File: src/rtl/reg_writeback_pkg.sv
// mmix_defs: shared types for the MMIX register write-back path.
// Holds the producer request format, the regfile write port format,
// target-file encodings and the round-robin pointer type.
package mmix_defs;

  // Result produced by an execution unit, targeted at one or both files.
  typedef struct packed {
    logic [1:0]  file;
    logic [7:0]  addr;
    logic [63:0] data;
  } wb_req;

  // Write port of regfile: enable is one bit per file (bit0 global, bit1 local).
  typedef struct packed {
    logic [1:0]  enable;
    logic [7:0]  addr;
    logic [63:0] data;
  } regwrite;

  localparam logic [1:0] WB_FILE_NONE = 2'b00;
  localparam logic [1:0] WB_FILE_G    = 2'b01;
  localparam logic [1:0] WB_FILE_L    = 2'b10;

  // Which source wins when both are valid.
  typedef enum logic {
    RR_S0 = 1'b0,
    RR_S1 = 1'b1
  } rr_e;

  // A write targets the queried register if the numbers agree and the
  // file sets overlap.
  function automatic logic wb_match(input logic [1:0] w_file,
                                    input logic [7:0] w_addr,
                                    input logic [1:0] q_file,
                                    input logic [7:0] q_addr);
    return ((w_file & q_file) != 2'b00) && (w_addr == q_addr);
  endfunction

endpackage

File: src/rtl/regwb_fifo.sv
// regwb_fifo: in-order DEPTH-entry buffer of wb_req for the write-back stage.
// Exposes occupancy and per-entry valid/file/addr so the parent can match
// pending-write queries against every queued entry.
module regwb_fifo
  import mmix_defs::*;
#(
  parameter  int unsigned DEPTH = 4,
  localparam int unsigned AW    = $clog2(DEPTH),
  localparam int unsigned CW    = AW + 1
) (
  input  logic            clk,
  input  logic            reset_n,
  input  logic            push_i,
  input  wb_req           push_data_i,
  input  logic            pop_i,
  output wb_req           head_o,
  output logic [CW-1:0]   count_o,
  output logic [DEPTH-1:0] ent_valid_o,
  output logic [1:0]      ent_file_o [DEPTH],
  output logic [7:0]      ent_addr_o [DEPTH]
);

  wb_req         mem_q [DEPTH];
  logic [AW-1:0] wr_ptr_q, wr_ptr_d;
  logic [AW-1:0] rd_ptr_q, rd_ptr_d;
  logic [CW-1:0] count_q, count_d;
  logic          do_push, do_pop;

  // Qualify push/pop against occupancy and compute next pointers/count.
  always_comb begin
    do_push  = push_i && (count_q != CW'(DEPTH));
    do_pop   = pop_i && (count_q != '0);
    wr_ptr_d = do_push ? wr_ptr_q + AW'(1) : wr_ptr_q;
    rd_ptr_d = do_pop ? rd_ptr_q + AW'(1) : rd_ptr_q;
    count_d  = count_q;
    case ({do_push, do_pop})
      2'b10:   count_d = count_q + CW'(1);
      2'b01:   count_d = count_q - CW'(1);
      default: count_d = count_q;
    endcase
  end

  // Pointer and occupancy registers; reset flushes the buffer.
  always_ff @(posedge clk or negedge reset_n) begin
    if (!reset_n) begin
      wr_ptr_q <= '0;
      rd_ptr_q <= '0;
      count_q  <= '0;
    end else begin
      wr_ptr_q <= wr_ptr_d;
      rd_ptr_q <= rd_ptr_d;
      count_q  <= count_d;
    end
  end

  // Entry storage; contents are qualified by the valid mask, so no reset.
  always_ff @(posedge clk) begin
    if (do_push) begin
      mem_q[wr_ptr_q] <= push_data_i;
    end
  end

  // Head and per-entry visibility: an entry is live if its distance from
  // the read pointer is below the occupancy.
  always_comb begin
    logic [AW-1:0] off;
    off     = '0;
    head_o  = mem_q[rd_ptr_q];
    count_o = count_q;
    for (int unsigned i = 0; i < DEPTH; i++) begin
      off            = AW'(i) - rd_ptr_q;
      ent_valid_o[i] = {1'b0, off} < count_q;
      ent_file_o[i]  = mem_q[i].file;
      ent_addr_o[i]  = mem_q[i].addr;
    end
  end

endmodule

File: src/rtl/reg_writeback.sv
// reg_writeback: collects results from two producers (s0 = ALU, s1 = load
// unit), arbitrates round-robin, buffers them in order and drives one
// registered regwrite beat per cycle. q_hit flags outstanding writes.
// Optional feature: define REGWB_BYPASS_EN to load an accepted entry
// straight into regw when the buffer is empty and wb_hold is low.
module reg_writeback
  import mmix_defs::*;
#(
  parameter int unsigned DEPTH = 4
) (
  input  logic                   clk,
  input  logic                   reset_n,
  input  logic                   s0_valid,
  output logic                   s0_ready,
  input  logic [1:0]             s0_file,
  input  logic [7:0]             s0_addr,
  input  logic [63:0]            s0_data,
  input  logic                   s1_valid,
  output logic                   s1_ready,
  input  logic [1:0]             s1_file,
  input  logic [7:0]             s1_addr,
  input  logic [63:0]            s1_data,
  input  logic                   wb_hold,
  output regwrite                regw,
  input  logic [1:0]             q_file,
  input  logic [7:0]             q_addr,
  output logic                   q_hit,
  output logic [$clog2(DEPTH):0] pending
);

  localparam int unsigned CW = $clog2(DEPTH) + 1;

  logic [CW-1:0]    count;
  wb_req            head;
  logic [DEPTH-1:0] ent_valid;
  logic [1:0]       ent_file [DEPTH];
  logic [7:0]       ent_addr [DEPTH];

  logic    full, acc0, acc1, keep, pop_ok, byp, push;
  wb_req   acc_req;
  rr_e     rr_q, rr_d;
  regwrite regw_q, regw_d;

  regwb_fifo #(
    .DEPTH (DEPTH)
  ) u_fifo (
    .clk         (clk),
    .reset_n     (reset_n),
    .push_i      (push),
    .push_data_i (acc_req),
    .pop_i       (pop_ok),
    .head_o      (head),
    .count_o     (count),
    .ent_valid_o (ent_valid),
    .ent_file_o  (ent_file),
    .ent_addr_o  (ent_addr)
  );

  // Handshake, source select and routing of the accepted entry.
  always_comb begin
    full     = (count == CW'(DEPTH));
    s0_ready = !full && ((rr_q == RR_S0) || !s1_valid);
    s1_ready = !full && ((rr_q == RR_S1) || !s0_valid);
    acc0     = s0_valid && s0_ready;
    acc1     = s1_valid && s1_ready;
    acc_req.file = acc0 ? s0_file : s1_file;
    acc_req.addr = acc0 ? s0_addr : s1_addr;
    acc_req.data = acc0 ? s0_data : s1_data;
    // Entries with no target file complete the handshake but are dropped.
    keep     = (acc0 || acc1) && (acc_req.file != WB_FILE_NONE);
    pop_ok   = (count != '0) && !wb_hold;
`ifdef REGWB_BYPASS_EN
    byp      = keep && (count == '0) && !wb_hold;
`else
    byp      = 1'b0;
`endif
    push     = keep && !byp;
  end

  // Round-robin pointer moves to the loser whenever both sources contend.
  always_comb begin
    rr_d = rr_q;
    if (s0_valid && s1_valid && !full) begin
      rr_d = (rr_q == RR_S0) ? RR_S1 : RR_S0;
    end
  end

  // Next regwrite beat: buffer head, bypassed entry, or an idle beat
  // that keeps the previous addr/data.
  always_comb begin
    regw_d        = regw_q;
    regw_d.enable = '0;
    if (pop_ok) begin
      regw_d.enable = head.file;
      regw_d.addr   = head.addr;
      regw_d.data   = head.data;
    end else if (byp) begin
      regw_d.enable = acc_req.file;
      regw_d.addr   = acc_req.addr;
      regw_d.data   = acc_req.data;
    end
  end

  // Arbitration pointer and output register.
  always_ff @(posedge clk or negedge reset_n) begin
    if (!reset_n) begin
      rr_q   <= RR_S0;
      regw_q <= '0;
    end else begin
      rr_q   <= rr_d;
      regw_q <= regw_d;
    end
  end

  // Pending-write query over all live entries plus the in-flight beat.
  always_comb begin
    q_hit = wb_match(regw_q.enable, regw_q.addr, q_file, q_addr);
    for (int unsigned i = 0; i < DEPTH; i++) begin
      if (ent_valid[i] && wb_match(ent_file[i], ent_addr[i], q_file, q_addr)) begin
        q_hit = 1'b1;
      end
    end
  end

  assign regw    = regw_q;
  assign pending = count;

endmodule

File: config.mk
export PLATFORM = sky130hd
export DESIGN_NAME = reg_writeback
export DESIGN_NICKNAME = d
export VERILOG_FILES = /design/src/rtl/reg_writeback_pkg.sv /design/src/rtl/regwb_fifo.sv /design/src/rtl/reg_writeback.sv
export SDC_FILE = /design/constraint.sdc
export NUM_CORES = 1
export LEC_CHECK = 0
export CAP_MARGIN = 10
export CELL_PAD_IN_SITES_DETAIL_PLACEMENT = 1
export CELL_PAD_IN_SITES_GLOBAL_PLACEMENT = 2
export CORE_MARGIN = 2
export CORE_UTILIZATION = 34
export DETAILED_ROUTE_END_ITERATION = 10
export PLACE_DENSITY = 0.66
export REMOVE_ABC_BUFFERS = 1
export SYNTH_ARGS = -nofsm -noshare
export SYNTH_HDL_FRONTEND = slang
export SYNTH_SLANG_ARGS = --single-unit
File: constraint.sdc
create_clock -name clk -period 8.64 [get_ports clk]
set_input_delay 0.864 -clock clk [delete_from_list [all_inputs] [get_ports clk]]
set_output_delay 0.864 -clock clk [all_outputs]
set_load 0.01 [all_outputs]
Word-level counts from Yosys, hierarchy flattened. Memories as Yosys holds them, arrays and structs flattened. Cells that the tools add are included. W data, S select, Z words.

Output and inout port bits: 80. Memories kept: 1. RAM bits: 296. Flip-flop bits (word level): 82. Bits of input ports: 163.

Order comparisons: 4. Add/sub/neg operators: 8. Reduce and logical (&&, ||, !) cells: 34. Equal/unequal tests: 9. Bitwise logic cells: 6. Mux-type cells: 12.

Memory list: u_fifo.mem_q (depth 4, bits a word 74, rd ports 5, clocked after Yosys merged registers in 0, write ports 1, line regwb_fifo.sv:23) `wb_req mem_q [DEPTH];`.

Operator list (number): $mux W74 (1); $mux W64 (1); $eq A8 B8 Y1 (5); $logic_and A1 B1 Y1 (19); $reduce_bool A2 Y1 (7); $lt A2 B3 Y1 (4); $and A2 B2 Y2 (5); $mux W8 (1); $mux W1 (7); $pmux W3 S2 (1); $add A2 B1 Y2 const B (2); $logic_not A1 Y1 (4); $sub A1 B2 Y2 const A (2); $sub A2 B2 Y2 const A (2); $add A3 B1 Y3 const B (1); $eq A3 B3 Y1 const B (1); $logic_or A1 B1 Y1 (3); $ne A3 B3 Y1 const B (1); $reduce_bool A3 Y1 (1); $sub A3 B1 Y3 const B (1); $eq A2 B1 Y1 const B (1); $eq A2 B2 Y1 const B (1); $mux W2 (1); $not A1 Y1 (1).

Longest topological paths before layout.
Word-level depth: 10. Gate-level depth with buffers: 11.

Hierarchy. Synthesis repeated with hierarchy kept, for this count alone.

Cell total of the unflattened synthesis: 803. Area, all modules: 15925.3 um^2.

Modules (own cells, without submodules): regwb_fifo (cells each 482, area each 11611.1 um^2, times used 1); reg_writeback (cells each 321, area each 4314.1 um^2, times used 1).

Worst setup path after synthesis. Ideal clock, no wire load.

Kind: input to register. From: input s1_valid. To: memory u_fifo.mem_q[0][0] in the netlist's numbering (enable). Setup time: 0.440 ns. Buffers on the path: 0. Cell stages on the path: 4. Slack: 5.021 ns. Arrival: 3.178 ns. Required time: 8.200 ns. Cells stage by stage: nand2_1 > nand3_4 > a211oi_4 > and2_1.

Cells in the longest elaborated chain, start to end: 10. Elaborated cells between the ends (all ways): 12.

RTL lines: start: declaration (line reg_writeback.sv:18) `input logic s1_valid,`; $logic_not A1 Y1 (line reg_writeback.sv:62) `s0_ready = !full && ((rr_q == RR_S0) || !s1_valid);`; $logic_or A1 B1 Y1 (line reg_writeback.sv:62); $logic_and A1 B1 Y1 (line reg_writeback.sv:62); $logic_and A1 B1 Y1 (line reg_writeback.sv:64) `acc0 = s0_valid && s0_ready;`; $mux W2 (line reg_writeback.sv:66) `acc_req.file = acc0 ? s0_file : s1_file;`; $reduce_bool A2 Y1 (line reg_writeback.sv:70) `keep = (acc0 || acc1) && (acc_req.file != WB_FILE_NONE);`; $logic_and A1 B1 Y1 * (line reg_writeback.sv:70); $logic_and A1 B1 Y1 * (line regwb_fifo.sv:31) `do_push = push_i && (count_q != CW'(DEPTH));`; $mux W1 * (line regwb_fifo.sv:58) `if (do_push) begin`; $mux W1 (not written as such) * (line regwb_fifo.sv:59) `mem_q[wr_ptr_q] <= push_data_i;`; end: declaration (line regwb_fifo.sv:23).

Mark *: on every way between the ends. The rest lies on a longest branch, timed or not.

Worst setup path in the final report.
From: register u_fifo.rd_ptr_q[1]. To: output q_hit.

Cells in the longest elaborated chain, start to end: 7. Elaborated cells between the ends (all ways): 16.

RTL lines: start: declaration (line regwb_fifo.sv:25) `logic [AW-1:0] rd_ptr_q, rd_ptr_d;`; start signal: assignment (line regwb_fifo.sv:51) `rd_ptr_q <= rd_ptr_d;`; $sub A1 B2 Y2 (line regwb_fifo.sv:71) `off = AW'(i) - rd_ptr_q;`; $lt A2 B3 Y1 (line regwb_fifo.sv:72) `ent_valid_o[i] = {1'b0, off} < count_q;`; $logic_and A1 B1 Y1 (line reg_writeback.sv:119) `if (ent_valid[i] && wb_match(ent_file[i], ent_addr[i], q_file, q_addr)) begin`; $mux W1 (3 in a row) (line reg_writeback.sv:119); $mux W1 * (line reg_writeback.sv:119); end: declaration (line reg_writeback.sv:27) `output logic q_hit,`.

Marks and branches as above.

==> flow_summary.yaml <==
final_layout:
  layout.cells.non_filler: 1649
  finish.utilization_pct: 43.9
  diodes: 0
  postLayoutCellArea_um2: 19800
  syn_to_final_growth_pct: 28.1
  drive_gt1_share_pct: 28.5
  fin_nets: 1189
critical_path:
  regToRegStartpoint: "u_fifo.count_o[2]"
  endpoint_kind: "primary output"
  path_class: "reg2out"
  cp.required_ps: 7780
  r2r-end: "u_fifo.mem_q[2][63]"
  cp_max_fo: 37
  worstSetupStartpointType: "register"
  crit_arrival_ps: 3310
  reg2regPathDepth: 6
  rrSetupSlack_ps: 4990
timing:
  worst_slack_ps: 4460
  rsz0062_at_grt: "no"
  finClkSkew_ps: 15.5
  tns_ps: 0
  whs_ps: 295
  min_period_over_period_pct: 48.4
  worstMarginPinSlew_ps: 1040
  finalHoldViolations: 0
  clock.fmax_mhz: 239
  setup_viol: 0
  relSlewSlack_pct: 30.4
  slew_viol_final: 0
  period_minus_slack_ps: 4180
yosys:
  synth_top_flop_cell: "edfxtp_1"
  yosys.cell_types.count: 33
  yosysSeqAreaShare_pct: 70.8
  syn_area_um2: 15400
  syn_avg_cell_area_um2: 20.2
  syn_inst: 763
  synth_edf_count: 296
  synthArstFlopShare_pct: 21.7
  ys_seq_elements: 378
  yosys_warnings: 0
cts:
  cts.sinks: 378
  cts_resized: 0
  clock_latency_ps: 530
  htreeDepth: 2
  cts_setup_buffers: 0
  hold_buffers: 0
  cts_tree: "done"
  root_buffer: "clkbuf_16"
  path_clk_slew_ps: 60
  cts_buffers: 41
  clk_path_buf_depth: 3
drt:
  postRouteAntennaNets: 0
  firstDrtPassIters: 4
  viasPerCell: 4.76
  drc: 0
  vias: 7842
  avgRoutedWirePerCell_um: 21.8
  routed_wl_um: 35900
  first_iter_violations: 366
floorplanning:
  rows: 78
  start_util_pct: 34.3
  dieHeight_um: 217
  ios: 243
  die-area_um2: 47100
  coreArea_um2: 45100
  fp.dieW_um: 217
place:
  finalWeightedCongestion: 0.824
  io_buffers: 242
  dpl.hpwl_um: 23200
  placed_cell_area_um2: 18500
  place_ws_ps: 4370
  dp.cells: 1573
global_route:
  grt_pass1_wl_um: 54500
  antenna_found_initial: 0
  grt_max_degree: 65
  grt-ovfl-total: 0
  grt_pass1_vias: 8676
  track_usage_pct: 15.4
flow_run:
  max_cap_violations: 0
hold_path:
  hp-class: "in2async"
pwr:
  p_leak_nw: 6.75
  total_power_mw: 6.88
  ir_drop_mv: 0.201
  power-per-cell-area_nw_per_um2: 348
run_status:
  status: "finished clean"
routing by layer:
layer,wire length (um),GRT usage [%]
met1,15400,20.3
met2,17800,25.9
met3,2210,3.70
met4,504,3.47
met5,0,0
power breakdown:
group | internal, mW | switching [mW]
combinational | 1.18 | 1.06
sequential | 2.66 | 0.275
clock | 1.01 | 0.696
total | 4.85 | 2.03
layout by cell type, fill, tap and decap left out, types with 2 or more instances in the layout:
cell type and n:
and2_1 2, nand2_1 4, clkbuf_1 16, inv_6 2, dfrtp_4 2, clkinv_1 4, bufinv_16 2, dfrtp_1 80
nor3_1 5, mux2_2 146, inv_1 9, clkdlybuf4s50_1 241, and2_4 4, a21oi_1 6, clkinvlp_4 2, nor2_1 3
nand4_1 4, a22oi_1 5, ha_1 9, edfxtp_1 296, buf_4 11, nand3_1 2, clkbuf_8 4, nor4_1 5
xnor2_1 23, clkbuf_16 43, xor2_1 25, clkinv_2 3, o21ai_0 6, mux4_2 74
worst max-delay path, cell delays in order (launching register included):
cell	delay (ps)
dfrtp_4	840
inv_1	100
ha_1	310
a21oi_1	120
nor2_1	70
o21ai_0	220
nor4_1	110
or4_1	510
clkdlybuf4s50_1	500
worst max-delay path by stage:
stage | startpoint | to | slack [ps] | cells after the start
4_1_cts | u_fifo.rd_ptr_q[1] | q_hit | 4360 | 8
5_1_grt | u_fifo.rd_ptr_q[1] | q_hit | 4190 | 8
2_1_floorplan | wb_hold | u_fifo.count_o[2] | 3220 | 7
3_3_place_gp | s1_valid | u_fifo.mem_q[1][6] | 4400 | 6
3_5_place_dp | s1_valid | u_fifo.mem_q[2][58] | 4370 | 6
6_report | u_fifo.rd_ptr_q[1] | q_hit | 4460 | 8
state kept, by name (all words and copies together) (netlist names):
signal,flops
regw,74
rr_q,1
u_fifo.count_o,3
u_fifo.mem_q,296
u_fifo.rd_ptr_q,2
u_fifo.wr_ptr_q,2
synthesized netlist by cell type (2+ instances only):
| master | n | area (um2) |
|---|---|---|
| inv_1 | 9 | 33.8 |
| mux4_2 | 74 | 1670 |
| o21ai_0 | 6 | 30.0 |
| buf_4 | 3 | 22.5 |
| ha_1 | 9 | 113 |
| nand3_1 | 2 | 10.0 |
| edfxtp_1 | 296 | 8890 |
| xor2_1 | 25 | 219 |
| a22oi_1 | 5 | 37.5 |
| buf_2 | 20 | 100 |
| clkbuf_1 | 10 | 37.5 |
| and2_1 | 6 | 37.5 |
| nor2_1 | 4 | 15.0 |
| nor4_1 | 5 | 31.3 |
| buf_1 | 2 | 7.51 |
| a21oi_1 | 6 | 30.0 |
| nand4_1 | 4 | 25.0 |
| mux2_2 | 146 | 1640 |
| xnor2_1 | 23 | 201 |
| buf_6 | 7 | 78.8 |
| dfrtp_1 | 82 | 2050 |
| nor3_1 | 5 | 25.0 |
| nand2_1 | 4 | 15.0 |
area by class of cell:
class	instances	area, um2
clock buffers	63	1190
flip-flops and latches	378	10900
multi-input cells	334	4240
inverters	9	33.8
clock inverters	13	123
fillers	4274	25300
well taps	600	751
repair buffers	252	2490
cells by family after synthesis:
family	Yosys count	share of synthesized area [%]
flops	378	70.8
mux	221	21.5
xor+xnor	48	2.72
buf+inv	51	1.81
fa+ha+maj	10	0.859
simple gates	36	1.41
compound gates	19	0.818
(Power assumes the default switching activity.)
